## src/rtl/datapath_pkg.sv

```systemverilog
// Shared constants and ALU operation encoding for the single-bus datapath.
// Used by datapath and datapath_alu.
package datapath_pkg;

  localparam int WIDTH = 32;

  typedef enum logic [1:0] {
    OP_ADD,
    OP_INC,
    OP_MUL,
    OP_DIV
  } alu_op_e;

endpackage

```

## src/rtl/datapath_alu.sv

```systemverilog
// Combinational ALU: A=Y, B=bus; priority DIV > MUL > IncPC > add.
// Divider is present only when DATAPATH_DIV_EN is defined.
module datapath_alu
  import datapath_pkg::*;
(
  input  logic [WIDTH-1:0]   a,
  input  logic [WIDTH-1:0]   b,
  input  logic               div,
  input  logic               mul,
  input  logic               inc_pc,
  output logic [2*WIDTH-1:0] result
);

  alu_op_e            op;
  logic [WIDTH-1:0]   sum_val;
  logic [WIDTH-1:0]   inc_val;
  logic [2*WIDTH-1:0] prod;

  assign sum_val = a + b;
  assign inc_val = b + WIDTH'(1);
  // Operands sign-extended to full width so the low 2*WIDTH bits are the signed product.
  assign prod = $signed({{WIDTH{a[WIDTH-1]}}, a}) * $signed({{WIDTH{b[WIDTH-1]}}, b});

`ifdef DATAPATH_DIV_EN
  logic [WIDTH-1:0] quot;
  logic [WIDTH-1:0] rem;

  always_comb begin
    quot = '1;
    rem  = a;
    if (b != '0) begin
      quot = $signed(a) / $signed(b);
      rem  = $signed(a) % $signed(b);
    end
  end
`else
  logic unused_div;
  assign unused_div = div;
`endif

  always_comb begin
    op = OP_ADD;
    if (inc_pc) op = OP_INC;
    if (mul)    op = OP_MUL;
`ifdef DATAPATH_DIV_EN
    if (div)    op = OP_DIV;
`endif
  end

  always_comb begin
    result = {{WIDTH{1'b0}}, sum_val};
    case (op)
      OP_INC:  result = {{WIDTH{1'b0}}, inc_val};
      OP_MUL:  result = prod;
`ifdef DATAPATH_DIV_EN
      OP_DIV:  result = {rem, quot};
`endif
      default: result = {{WIDTH{1'b0}}, sum_val};
    endcase
  end

endmodule

```

## src/rtl/datapath.sv

```systemverilog
// Single-bus CPU datapath: registers, priority bus mux and ALU instance.
// Optional divider enabled by defining DATAPATH_DIV_EN.
module datapath
  import datapath_pkg::*;
(
  input  logic               clk,
  input  logic               clr,
  input  logic               PCout,
  input  logic               Zlowout,
  input  logic               Zhighout,
  input  logic               MDRout,
  input  logic               R2out,
  input  logic               R4out,
  input  logic               PCin,
  input  logic               MARin,
  input  logic               MDRin,
  input  logic               IRin,
  input  logic               Yin,
  input  logic               Zin,
  input  logic               HIin,
  input  logic               LOin,
  input  logic               R2in,
  input  logic               R4in,
  input  logic               R5in,
  input  logic               IncPC,
  input  logic               MUL,
  input  logic               DIV,
  input  logic               read,
  input  logic [WIDTH-1:0]   Mdatain,
  output logic [WIDTH-1:0]   R0,
  output logic [WIDTH-1:0]   R1,
  output logic [WIDTH-1:0]   R2,
  output logic [WIDTH-1:0]   R3,
  output logic [WIDTH-1:0]   R4,
  output logic [WIDTH-1:0]   R5,
  output logic [WIDTH-1:0]   R6,
  output logic [WIDTH-1:0]   R7,
  output logic [WIDTH-1:0]   R8,
  output logic [WIDTH-1:0]   R9,
  output logic [WIDTH-1:0]   R10,
  output logic [WIDTH-1:0]   R11,
  output logic [WIDTH-1:0]   R12,
  output logic [WIDTH-1:0]   R13,
  output logic [WIDTH-1:0]   R14,
  output logic [WIDTH-1:0]   R15,
  output logic [WIDTH-1:0]   Hi,
  output logic [WIDTH-1:0]   Lo,
  output logic [WIDTH-1:0]   MDR,
  output logic [WIDTH-1:0]   IR,
  output logic [2*WIDTH-1:0] Z,
  output logic [2*WIDTH-1:0] ALUout,
  output logic [WIDTH-1:0]   bus_mux_out
);

  logic [WIDTH-1:0]   pc_reg, ir_reg, mar_reg, mdr_reg, y_reg, hi_reg, lo_reg;
  logic [WIDTH-1:0]   r2_reg, r4_reg, r5_reg;
  logic [2*WIDTH-1:0] z_reg;
  logic [WIDTH-1:0]   bus;
  logic [WIDTH-1:0]   mdr_next;
  logic [2*WIDTH-1:0] alu_result;

  // MAR feeds the memory address path, which lies outside this block.
  logic unused_mar;
  assign unused_mar = ^mar_reg;

  always_comb begin
    bus = '0;
    if (MDRout)        bus = mdr_reg;
    else if (PCout)    bus = pc_reg;
    else if (Zlowout)  bus = z_reg[WIDTH-1:0];
    else if (Zhighout) bus = z_reg[2*WIDTH-1:WIDTH];
    else if (R2out)    bus = r2_reg;
    else if (R4out)    bus = r4_reg;
  end

  assign mdr_next = read ? Mdatain : bus;

  datapath_alu u_alu (
    .a      (y_reg),
    .b      (bus),
    .div    (DIV),
    .mul    (MUL),
    .inc_pc (IncPC),
    .result (alu_result)
  );

  always_ff @(posedge clk or posedge clr) begin
    if (clr) begin
      pc_reg  <= '0;
      ir_reg  <= '0;
      mar_reg <= '0;
      mdr_reg <= '0;
      y_reg   <= '0;
      z_reg   <= '0;
      hi_reg  <= '0;
      lo_reg  <= '0;
      r2_reg  <= '0;
      r4_reg  <= '0;
      r5_reg  <= '0;
    end else begin
      if (PCin)  pc_reg  <= bus;
      if (IRin)  ir_reg  <= bus;
      if (MARin) mar_reg <= bus;
      if (MDRin) mdr_reg <= mdr_next;
      if (Yin)   y_reg   <= bus;
      if (Zin)   z_reg   <= alu_result;
      if (HIin)  hi_reg  <= bus;
      if (LOin)  lo_reg  <= bus;
      if (R2in)  r2_reg  <= bus;
      if (R4in)  r4_reg  <= bus;
      if (R5in)  r5_reg  <= bus;
    end
  end

  assign R0  = '0;
  assign R1  = '0;
  assign R2  = r2_reg;
  assign R3  = '0;
  assign R4  = r4_reg;
  assign R5  = r5_reg;
  assign R6  = '0;
  assign R7  = '0;
  assign R8  = '0;
  assign R9  = '0;
  assign R10 = '0;
  assign R11 = '0;
  assign R12 = '0;
  assign R13 = '0;
  assign R14 = '0;
  assign R15 = '0;

  assign Hi          = hi_reg;
  assign Lo          = lo_reg;
  assign MDR         = mdr_reg;
  assign IR          = ir_reg;
  assign Z           = z_reg;
  assign ALUout      = alu_result;
  assign bus_mux_out = bus;

endmodule

```

## config.mk

```make
export PLATFORM = sky130hd
export DESIGN_NAME = datapath
export DESIGN_NICKNAME = d
export VERILOG_FILES = /design/src/rtl/datapath_pkg.sv /design/src/rtl/datapath_alu.sv /design/src/rtl/datapath.sv
export SDC_FILE = /design/constraint.sdc
export NUM_CORES = 2
export LEC_CHECK = 0
export ABC_AREA = 1
export ABC_CLOCK_PERIOD_IN_PS = 43200
export BUFFER_PORTS_ARGS = -buffer_cell sky130_fd_sc_hd__clkbuf_2
export CORE_UTILIZATION = 45
export DETAILED_ROUTE_END_ITERATION = 8
export HOLD_SLACK_MARGIN = 0.03
export PLACE_DENSITY = 0.65
export SYNTH_ARGS = -nofsm -noshare
export SYNTH_HDL_FRONTEND = slang
export SYNTH_HIERARCHICAL = 1
export SYNTH_SLANG_ARGS = --single-unit
```

## constraint.sdc

```tcl
create_clock -name clk -period 43.2 [get_ports clk]
set_clock_uncertainty 0.15 [all_clocks]
set_input_delay 12.96 -clock clk [delete_from_list [all_inputs] [get_ports clk]]
set_output_delay 12.96 -clock clk [all_outputs]
set_load 0.02 [all_outputs]
```

==> impl_metrics.json <==
{
  "start_util_pct": 45.4,
  "fillCellCount": 13300,
  "vias": 49400,
  "hold_class": "reg2reg",
  "fin_cells": 9738,
  "drc": 20,
  "syn_to_final_growth_pct": 5.04,
  "post_synth_num_cell_types": 48,
  "viasPerCell": 5.07,
  "cpMaxStageDelayCell": "fa_1",
  "wl_per_cell_um": 21.2,
  "arrival_ns": 23.16,
  "status": "finished, violations left",
  "die_area_mm2": 0.136,
  "end_kind": "output pin",
  "io-pin-count": 855,
  "violations": "DRC",
  "setup_violations": 0,
  "min_period_ns": 36.27,
  "post_cts.repair.setup_buffers": 0,
  "clkTransAtPathRegs_ns": 0.06,
  "place.gp.congestion": 1.00,
  "port_buffers": 436,
  "slew_violations": 0,
  "row_count": 134,
  "async_flop_share_pct": 100,
  "max_freq_ghz": 0.0276,
  "grt_max_degree": 110,
  "period_share_pct": 84.0,
  "cp_max_fo": 35,
  "drt_iter0_markers": 3834,
  "ff_latch_area_mm2": 0.00881,
  "yosysMostFrequentCell": "nand2_1",
  "grt.overflow.total": 0,
  "synth_top_area_share_pct": 35.7,
  "die_y_um": 369,
  "critPathRequiredTime_ns": 30.09,
  "cts-buffers-inserted": 35,
  "multi_input_area_mm2": 0.0418,
  "ys_seq_area_share_pct": 14.5,
  "path_delay_family": "adder cells",
  "synthTopCellsByCount": "nand2_1, inv_1, fa_1",
  "cts-resized-gates": 0,
  "max_slew_margin_pct": 22.8,
  "crit_top_cell": "fa_1",
  "yosysTopAreaCell": "fa_1",
  "syn_area_mm2": 0.0607,
  "clk_latency_ns": 0.59,
  "yosys_warnings": 6,
  "rsz0062_at_grt": "false",
  "hold_buffers": 0,
  "start_kind": "input port",
  "largest_reg_flops": 64,
  "ys_top_cells_by_area": "fa_1, dfrtp_1, nand2_1",
  "postRouteAntennaNets": 0,
  "wl_mm": 206,
  "final-hold-violation-count": 0,
  "synth_ff_type": "dfrtp_1",
  "h-tree-depth": 2,
  "tightest_slew_ns": 1.16,
  "synth_edf_count": 0,
  "cts_sinks": 352,
  "place_inst": 9670,
  "drive_above_1_share_pct": 10.7,
  "max_stage_delay_ns": 0.91,
  "critPathKind": "in2out",
  "fin_tns_setup_ns": 0,
  "max_cap_viol_count": 0,
  "ys_seq_elements": 352,
  "critical_path_buf_inv_count": 12,
  "grt_usage_pct": 30.5,
  "core_area_mm2": 0.134,
  "synth_cells": 7738,
  "grt_pass1_vias": 50900,
  "clk_path_buf_depth": 3,
  "cts_root_buf": "clkbuf_16",
  "grt_pass1_wl_mm": 312,
  "die_w_um": 369,
  "cts_tree": "built",
  "postSynthAreaPerCell_um2": 7.84,
  "num-nets-final": 9292,
  "drt_pass1_iterations": 8,
  "hpwl_mm": 164,
  "antenna_found_initial": 7
}
## final timing paths
check	endpoint	slack [ns]	cells past startpoint	start
worst max-delay path	ALUout[60]	6.93	37	R2out
worst min-delay path	pc_reg[3]	0.36	2	pc_reg[3]
worst max register to register	Z[60]	32.82	32	Z[43]
worst min register to register	pc_reg[3]	0.36	2	pc_reg[3]
max in group asynchronous	Z[6]	28.32	4	clr
min in group asynchronous	Z[50]	12.39	2	clr
## logic make-up after synthesis
| group | Yosys count | synth area share [%] |
|---|---|---|
| and+or+nand+nor | 2801 | 19.4 |
| AOI/OAI and AO/OA | 634 | 5.90 |
| muxes | 32 | 0.594 |
| xor gates and xnor gates | 19 | 0.274 |
| adders and majority gates | 1298 | 40.2 |
| other | 1 | 0.00618 |
| DFF | 352 | 14.5 |
| buffers and inverters | 2601 | 19.2 |
## per-layer routing
metal / track usage [%] / vias up / wire length [µm]
met2: 50.6 / 1889 / 98500
li1: - / 22100 / -
met5: 0 / - / 27
met4: 16.4 / 4 / 13200
met1: 38.3 / 25100 / 80400
met3: 4.65 / 328 / 14400
## placed cells by master (no fill, tap or decap), types with 3 or more instances in the layout
cell        count
nand2_1      1886
inv_1        1832
fa_1         1083
nor2_1        501
clkbuf_2      431
conb_1        416
dfrtp_1       352
a21oi_1       252
a31oi_1       226
ha_1          215
nand3_1       137
nand2_2       104
o21ai_0        94
buf_4          81
nand2_4        50
nor2_2         39
clkbuf_16      35
mux2_2         32
nand3_2        26
nand4_1        21
o21ai_1        20
o21bai_1       18
xor2_1         14
o21ai_2        13
nor3_1          8
and3_1          6
and2_1          6
nand3b_1        6
clkbuf_8        5
bufinv_16       5
clkinvlp_4      5
o21a_1          5
xnor2_1         5
diode_2         4
inv_6           4
clkinv_2        4
nor4_1          4
a21o_1          3
nor3_2          3
## worst min-delay path, stage by stage (launching register included)
cell and delay, ns:
dfrtp_1 0.32, inv_1 0.05, o21ai_2 0.10
## stage by stage
stage,area (µm²),setup slack [ns],hold slack [ns],util (%)
floorplan,62300,9.61,0.319,-
detailed placement,62500,7.05,0.340,46.8
finish,63800,6.93,0.356,47.7
global route,63700,6.50,0.368,47.7
CTS,63700,7.04,0.355,47.7
global placement,62500,7.13,0.334,46.8
## final cells by class
class / count / share of cell area [%]
repair buffers: 513 / 4.34
clock inverters: 22 / 0.485
clock buffers: 42 / 1.49
flip-flops and latches: 352 / 13.8
diodes: 4 / 0.0157
inverters: 1837 / 10.8
well taps: 1768 / 3.47
multi-input cells: 5200 / 65.5
Power is left out: the tool's default activity adds up to more than one toggle a clock period on the data nets, which glitch-free logic cannot reach.
